==> src/rtl/traffic_phase_sequencer.sv <==
// Two-road traffic light sequencer with pedestrian walk and emergency all-red.
// Lamp, walk and phase outputs come straight from flops; no input reaches them combinationally.
module traffic_phase_sequencer #(
  parameter int TICK_DIV = 4,
  parameter int GREEN_T  = 8,
  parameter int YELLOW_T = 3,
  parameter int ALLRED_T = 2,
  parameter int WALK_T   = 5,
  parameter int CNT_W    = 8
) (
  input  logic             clk,
  input  logic             rst,
  input  logic             en,
  input  logic             ped_req,
  input  logic             emerg,
  output logic [2:0]       ns_light,
  output logic [2:0]       ew_light,
  output logic             walk,
  output logic [2:0]       phase,
  output logic [CNT_W-1:0] remain
);

  typedef enum logic [2:0] {
    NS_G = 3'd0,
    NS_Y = 3'd1,
    AR1  = 3'd2,
    EW_G = 3'd3,
    EW_Y = 3'd4,
    AR2  = 3'd5,
    EMG  = 3'd6,
    BAD  = 3'd7
  } state_t;

  localparam int PW = $clog2(TICK_DIV);

  localparam logic [CNT_W-1:0] GREEN_R  = CNT_W'(GREEN_T - 1);
  localparam logic [CNT_W-1:0] YELLOW_R = CNT_W'(YELLOW_T - 1);
  localparam logic [CNT_W-1:0] ALLRED_R = CNT_W'(ALLRED_T - 1);
  localparam logic [CNT_W-1:0] WALK_R   = CNT_W'(WALK_T - 1);
  localparam logic [PW-1:0]    PRE_MAX  = PW'(TICK_DIV - 1);

  localparam logic [2:0] L_R = 3'b100;
  localparam logic [2:0] L_Y = 3'b010;
  localparam logic [2:0] L_G = 3'b001;

  state_t           state_q, state_d;
  logic [CNT_W-1:0] remain_q, remain_d;
  logic [PW-1:0]    presc_q, presc_d;
  logic             ped_pend_q, ped_pend_d;
  logic             walk_act_q, walk_act_d;
  logic [2:0]       ns_q, ns_d;
  logic [2:0]       ew_q, ew_d;
  logic             walk_q, walk_d;
  logic             tick;

  always_comb begin
    state_d    = state_q;
    remain_d   = remain_q;
    presc_d    = presc_q;
    ped_pend_d = ped_pend_q | ped_req;
    walk_act_d = walk_act_q;
    tick       = en && (presc_q == PRE_MAX);

    if (emerg) begin
      state_d    = EMG;
      remain_d   = '0;
      presc_d    = '0;
      walk_act_d = 1'b0;
    end else if (state_q == EMG) begin
      state_d    = AR2;
      remain_d   = ALLRED_R;
      presc_d    = '0;
      walk_act_d = 1'b0;
    end else if (state_q == BAD) begin
      state_d    = NS_G;
      remain_d   = GREEN_R;
      presc_d    = '0;
      walk_act_d = 1'b0;
    end else begin
      if (en) presc_d = tick ? '0 : presc_q + PW'(1);
      if (tick) begin
        if (remain_q != '0) begin
          remain_d = remain_q - CNT_W'(1);
        end else begin
          walk_act_d = 1'b0;
          case (state_q)
            NS_G:    begin state_d = NS_Y; remain_d = YELLOW_R; end
            NS_Y:    begin state_d = AR1;  remain_d = ALLRED_R; end
            AR1:     begin state_d = EW_G; remain_d = GREEN_R;  end
            EW_G:    begin state_d = EW_Y; remain_d = YELLOW_R; end
            EW_Y:    begin state_d = AR2;  remain_d = ALLRED_R; end
            default: begin state_d = NS_G; remain_d = GREEN_R;  end
          endcase
          // A pending request stretches the all-red; a same-cycle press re-arms it.
          if ((state_d == AR1 || state_d == AR2) && ped_pend_q) begin
            remain_d   = WALK_R;
            walk_act_d = 1'b1;
            ped_pend_d = ped_req;
          end
        end
      end
    end

    case (state_d)
      NS_G:    begin ns_d = L_G; ew_d = L_R; end
      NS_Y:    begin ns_d = L_Y; ew_d = L_R; end
      EW_G:    begin ns_d = L_R; ew_d = L_G; end
      EW_Y:    begin ns_d = L_R; ew_d = L_Y; end
      default: begin ns_d = L_R; ew_d = L_R; end
    endcase
    walk_d = walk_act_d && (state_d == AR1 || state_d == AR2);
  end

  always_ff @(posedge clk or posedge rst) begin
    if (rst) begin
      state_q    <= NS_G;
      remain_q   <= GREEN_R;
      presc_q    <= '0;
      ped_pend_q <= 1'b0;
      walk_act_q <= 1'b0;
      ns_q       <= L_G;
      ew_q       <= L_R;
      walk_q     <= 1'b0;
    end else begin
      state_q    <= state_d;
      remain_q   <= remain_d;
      presc_q    <= presc_d;
      ped_pend_q <= ped_pend_d;
      walk_act_q <= walk_act_d;
      ns_q       <= ns_d;
      ew_q       <= ew_d;
      walk_q     <= walk_d;
    end
  end

  assign ns_light = ns_q;
  assign ew_light = ew_q;
  assign walk     = walk_q;
  assign phase    = state_q;
  assign remain   = remain_q;

endmodule

==> config.mk <==
export PLATFORM = sky130hd
export DESIGN_NAME = traffic_phase_sequencer
export DESIGN_NICKNAME = d
export VERILOG_FILES = /design/src/rtl/traffic_phase_sequencer.sv
export SDC_FILE = /design/constraint.sdc
export NUM_CORES = 1
export LEC_CHECK = 0
export CAP_MARGIN = 20
export CORE_AREA = 2 2 54 56
export DETAILED_ROUTE_END_ITERATION = 16
export DIE_AREA = 0 0 56 58
export DONT_BUFFER_PORTS = 1
export GPL_ROUTABILITY_DRIVEN = 0
export PLACE_DENSITY = 0.7
export SLEW_MARGIN = 20
export SYNTH_ARGS = -nofsm -noshare
export SYNTH_HDL_FRONTEND = slang
export SYNTH_SLANG_ARGS = --single-unit
==> constraint.sdc <==
create_clock -name clk -period 2 [get_ports clk]
set_input_delay 0.3 -clock clk [delete_from_list [all_inputs] [get_ports clk]]
set_output_delay 0.3 -clock clk [all_outputs]
set_load 0.1 [all_outputs]
Word-level counts from Yosys, hierarchy flattened:

Cells that the tools add are included.
W data, S select, Z words.

* equality and inequality tests: 14
* reductions and logical operators: 12
* muxes and demuxes: 37
* bitwise gates (word level): 1
* add/sub/neg operators: 2

Operators with widths (count)
* $mux W8: 6
* $mux W3: 10
* $eq A3 B3 Y1 const B: 6
* $pmux W3 S2: 3
* $eq A3 B2 Y1 const B: 5
* $pmux W3 S5: 1
* $mux W1: 12
* $mux W2: 5
* $reduce_bool A4 Y1: 2
* $reduce_bool A8 Y1: 1
* $sub A8 B1 Y8 const B: 1
* $eq A3 B1 Y1 const B: 2
* $logic_not A3 Y1: 2
* $reduce_or A2 Y1: 2
* $logic_and A1 B1 Y1: 3
* $add A2 B1 Y2 const B: 1
* $eq A2 B2 Y1 const B: 1
* $logic_or A1 B1 Y1: 2
* $or A1 B1 Y1: 1

* output and inout port bits: 18
* input port bits: 5
* flip-flop bits (word level): 22
* logic and storage cells: 74

Logic depth before layout (Yosys ltp):

* depth after elaboration: 17
* mapped depth: 7
* mapped depth without buffers: 6

Least setup slack after synthesis:

Ideal clock, no wire load.

* kind: reg-to-reg
* start point: register remain_q[0] (netlist: remain[0])
* end point: register state_q[2] (netlist: phase[2])
* required time: 1.864 ns
* period minus slack after synthesis: 2.348 ns
* setup time: 0.136 ns
* arrival time: 2.212 ns
* slack: -0.348 ns
* stages on the path, launching flop included: 8
* buffers on the path: 1
* cells stage by stage: dfstp_2 -> inv_1 -> ha_1 -> or3b_2 -> clkbuf_1 -> nor3_4 -> nand3_1 -> or3b_2

* longest elaborated chain between the ends: 6

RTL lines
* start, declared: line 47 `logic [CNT_W-1:0] remain_q, remain_d;`
* start signal, assigned: line 126 `remain_q <= remain_d;`
* $reduce_bool A8 Y1: line 82 `if (remain_q != '0) begin`
* $mux W3: line 82
* $mux W3: line 81 `if (tick) begin`
* $mux W3: line 74 `end else if (state_q == BAD) begin`
* $mux W3: line 69 `end else if (state_q == EMG) begin`
* $mux W3: line 64 `if (emerg) begin`
* named net state_d[2]: line 46 `state_t state_q, state_d;`
* end signal, assigned: line 125 `state_q <= state_d;`
* end, declared: line 46

The timed path passes the listed nets, and every way through them passes these cells.
A chain may end at the register's enable or synchronous reset.

Worst setup path after layout:

* start point: register remain_q[3] (netlist: remain[3])
* end point: register walk_act_q

* longest elaborated chain between the ends: 6

RTL lines
* $reduce_bool A8 Y1: line 82
* $mux W1: line 82
* $mux W1: line 81
* $mux W1: line 74
* $mux W1: line 69
* $mux W1: line 64
* named net walk_act_d: line 50 `logic walk_act_q, walk_act_d;`
* end signal, assigned: line 129 `walk_act_q <= walk_act_d;`
* end, declared: line 50

The timed path passes the listed nets, and every way through them passes these cells.

==> results.ini <==
[critical_path]
crit_arrival_ns = 2.15
crit_path_max_fanout = 7
required_ns = 2.21
cp_cell_sequence = or4_4 -> nor3_4 -> mux2i_2 -> nor2_1
reg2regPathDepth = 4
start_kind = flop
worstSetupPathType = flop to flop
cp_slowest_cell = or4_4
crit_path_end_kind = flop
cpPeakStageDelay_ns = 0.59

[synthesis]
ys_seq_area_share_pct = 43.4
syn_nets = 142
synthCells = 134
synth_top_area_share_pct = 33.2
ys.flop_type = dfrtp_1
synthTopCellsByCount = 17 x dfrtp_1, 9 x a21oi_1, 9 x nor2_1
synth_edf_count = 0
netlist_area_sq_um = 1280
synth.distinct_cells = 42
ys_top_cells_by_area = dfrtp_1 33%, dfstp_2 10%, xnor2_1 4.8%, a21oi_1 3.5%, nor3_1 3.1%
synth_area_per_cell_sq_um = 9.57
ys_ff_latch = 22
yosysTopAreaCell = dfrtp_1
ys_async_sr_fraction_pct = 100
yosysMostFrequentCell = dfrtp_1
yosysWarnings = 0

[timing]
setup_violations = 0
hold_viol = 0
final.setup.worst_slack_ns = 0.0608
slew_headroom_pct = 56.7
tns_ns = 0
slew_violations = 0
finalClockSkew_ns = 0.0148
max_freq_ghz = 0.516
worst_pin_slew_ns = 0.649
period_share_pct = 97.0
min_period_ns = 1.94
rsz0062_at_grt = true

[grt]
grt_pass1_vias = 1091
grt_max_degree = 18
overflow = 0
track_usage_pct = 20.2
antenna_found_initial = 0
grt_pass1_wl_um = 5080

[cells_and_area]
fin_util_pct = 59.5
diodes = 0
nets = 165
drive_above_1_share_pct = 35.3
syn_to_final_growth_pct = 23.6

[clock_network]
clkSlewWorstSetupHoldPaths_ns = 0.13
cts_tree = yes
numCtsBuffers = 3
cts.sinks = 22
insertion_delay_ns = 0.32
cts_buffer_depth = 2
htreeDepth = 1
cts-root-buf = clkbuf_4

[detailed_routing]
wl_per_cell_um = 15.9
ant_nets = 0
vias_per_cell = 6.08
wl_um = 2970
dr.pass1.iters = 6
drt_iter0_markers = 17
route.detailed.drc = 0
dr_total_vias = 1137

[die]
rows = 19
start_util_pct = 48.2
die_h_um = 58
pin_count = 23
dieWidth_um = 56
core_sq_um = 2660
die_area_sq_um = 3250

[hold_path]
hold_class = primary input to flop
hold_depth = 1

[run]
maxCapViolCount = 0

[placed_design]
dpl.hpwl_um = 2230
portBuffers = 0
pre_cts_ws_ns = 0.118

[status]
status = completed

[power_and_ir_drop]
leakage_nw = 0.664
max-vdd-ir-drop_v = 0.000448
power_density_nw_per_um2 = 858

==> what timing repair did <==
item                       4_1_cts  5_1_grt
setup endpoints to repair        0        3
hold buffers                     2        0
gates resized for setup          0        4
hold endpoints to repair        16        0
buffers inserted                 0        0
==> per-layer routing <==
metal	wire (um)	track usage [%]	vias up
met5	0	0	-
met4	35	7.82	0
met3	150	4.24	4
met2	1490	33.3	34
met1	1290	26.3	566
li1	-	-	533
==> state kept, by name, summed over array words and instances (netlist names) <==
name	flops
walk	1
presc_q	2
ew_light	3
ped_pend_q	1
phase	3
ns_light	3
remain	8
walk_act_q	1
==> critical path, delay by kind of cell, from the launching register on <==
family,cells,cell delay (ns)
AND/OR/NAND/NOR,3,1.03
flip-flops,1,0.50
multiplexers,1,0.31
==> layout make-up <==
type                    instances  area (sq um)
flip-flops and latches         22           579
repair buffers                 27           208
fillers                       244          1080
clock buffers                   4          26.3
multi-input cells              97           711
inverters                       6          22.5
well taps                      31          38.8
==> kinds of logic (layout without fill, tap and decap cells) <==
group / count (synthesis) / count (layout) / share of synthesized area, %
buf+inv: 15 / 37 / 4.49
compound gates: 30 / 30 / 16.0
fa+ha+maj: 3 / 3 / 2.93
mux: 3 / 3 / 2.34
simple gates: 53 / 53 / 25.4
flops: 22 / 22 / 43.4
xor+xnor: 8 / 8 / 5.46
==> layout by cell type, fill, tap and decap left out, types with 3 or more instances in the layout <==
master    instances
clkbuf_4          3
dfrtp_1           9
xnor2_1           7
buf_4            25
nor3b_1           3
inv_1             4
nand2_1           6
nor2_1            9
dfstp_2           3
nand2b_1          3
dfrtp_2           6
nand3_1           6
nor3_1            7
a21o_1            3
o21ai_0           4
a21oi_1           9
==> stage by stage <==
| stage | cell area [sq um] | power [mW] | instances | hold slack, ns |
|---|---|---|---|---|
| 3_5_place_dp | 1520 | 1.14 | 181 | 0.320 |
| 6_report | 1590 | 1.36 | 187 | 0.0416 |
| 5_1_grt | 1590 | 1.44 | 187 | 0.0153 |
| 4_1_cts | 1570 | 1.36 | 187 | 0.0314 |
| 3_3_place_gp | 1520 | 1.13 | 181 | 0.294 |
| 2_1_floorplan | 1340 | 1.04 | 134 | 0.285 |
==> power breakdown <==
group          total [mW]  switching, mW  internal [mW]
combinational       0.591          0.404          0.187
clock               0.215          0.137         0.0779
sequential          0.553         0.0614          0.491
total                1.36          0.603          0.757
==> worst paths after layout <==
check	from	endpoint	slack, ns
min in group asynchronous	rst	walk$_DFF_PP0_	0.49
setup / recovery	remain[3]$_DFFE_PP0P_	walk_act_q$_DFF_PP0_	0.06
max in group asynchronous	rst	ns_light[0]$_DFF_PP1_	0.87
hold reg to reg	presc_q[1]$_DFFE_PP0P_	presc_q[1]$_DFFE_PP0P_	0.55
hold / removal	emerg	phase[0]$_DFF_PP0_	0.04
setup reg to reg	remain[3]$_DFFE_PP0P_	walk_act_q$_DFF_PP0_	0.06
(Power assumes the default switching activity.)
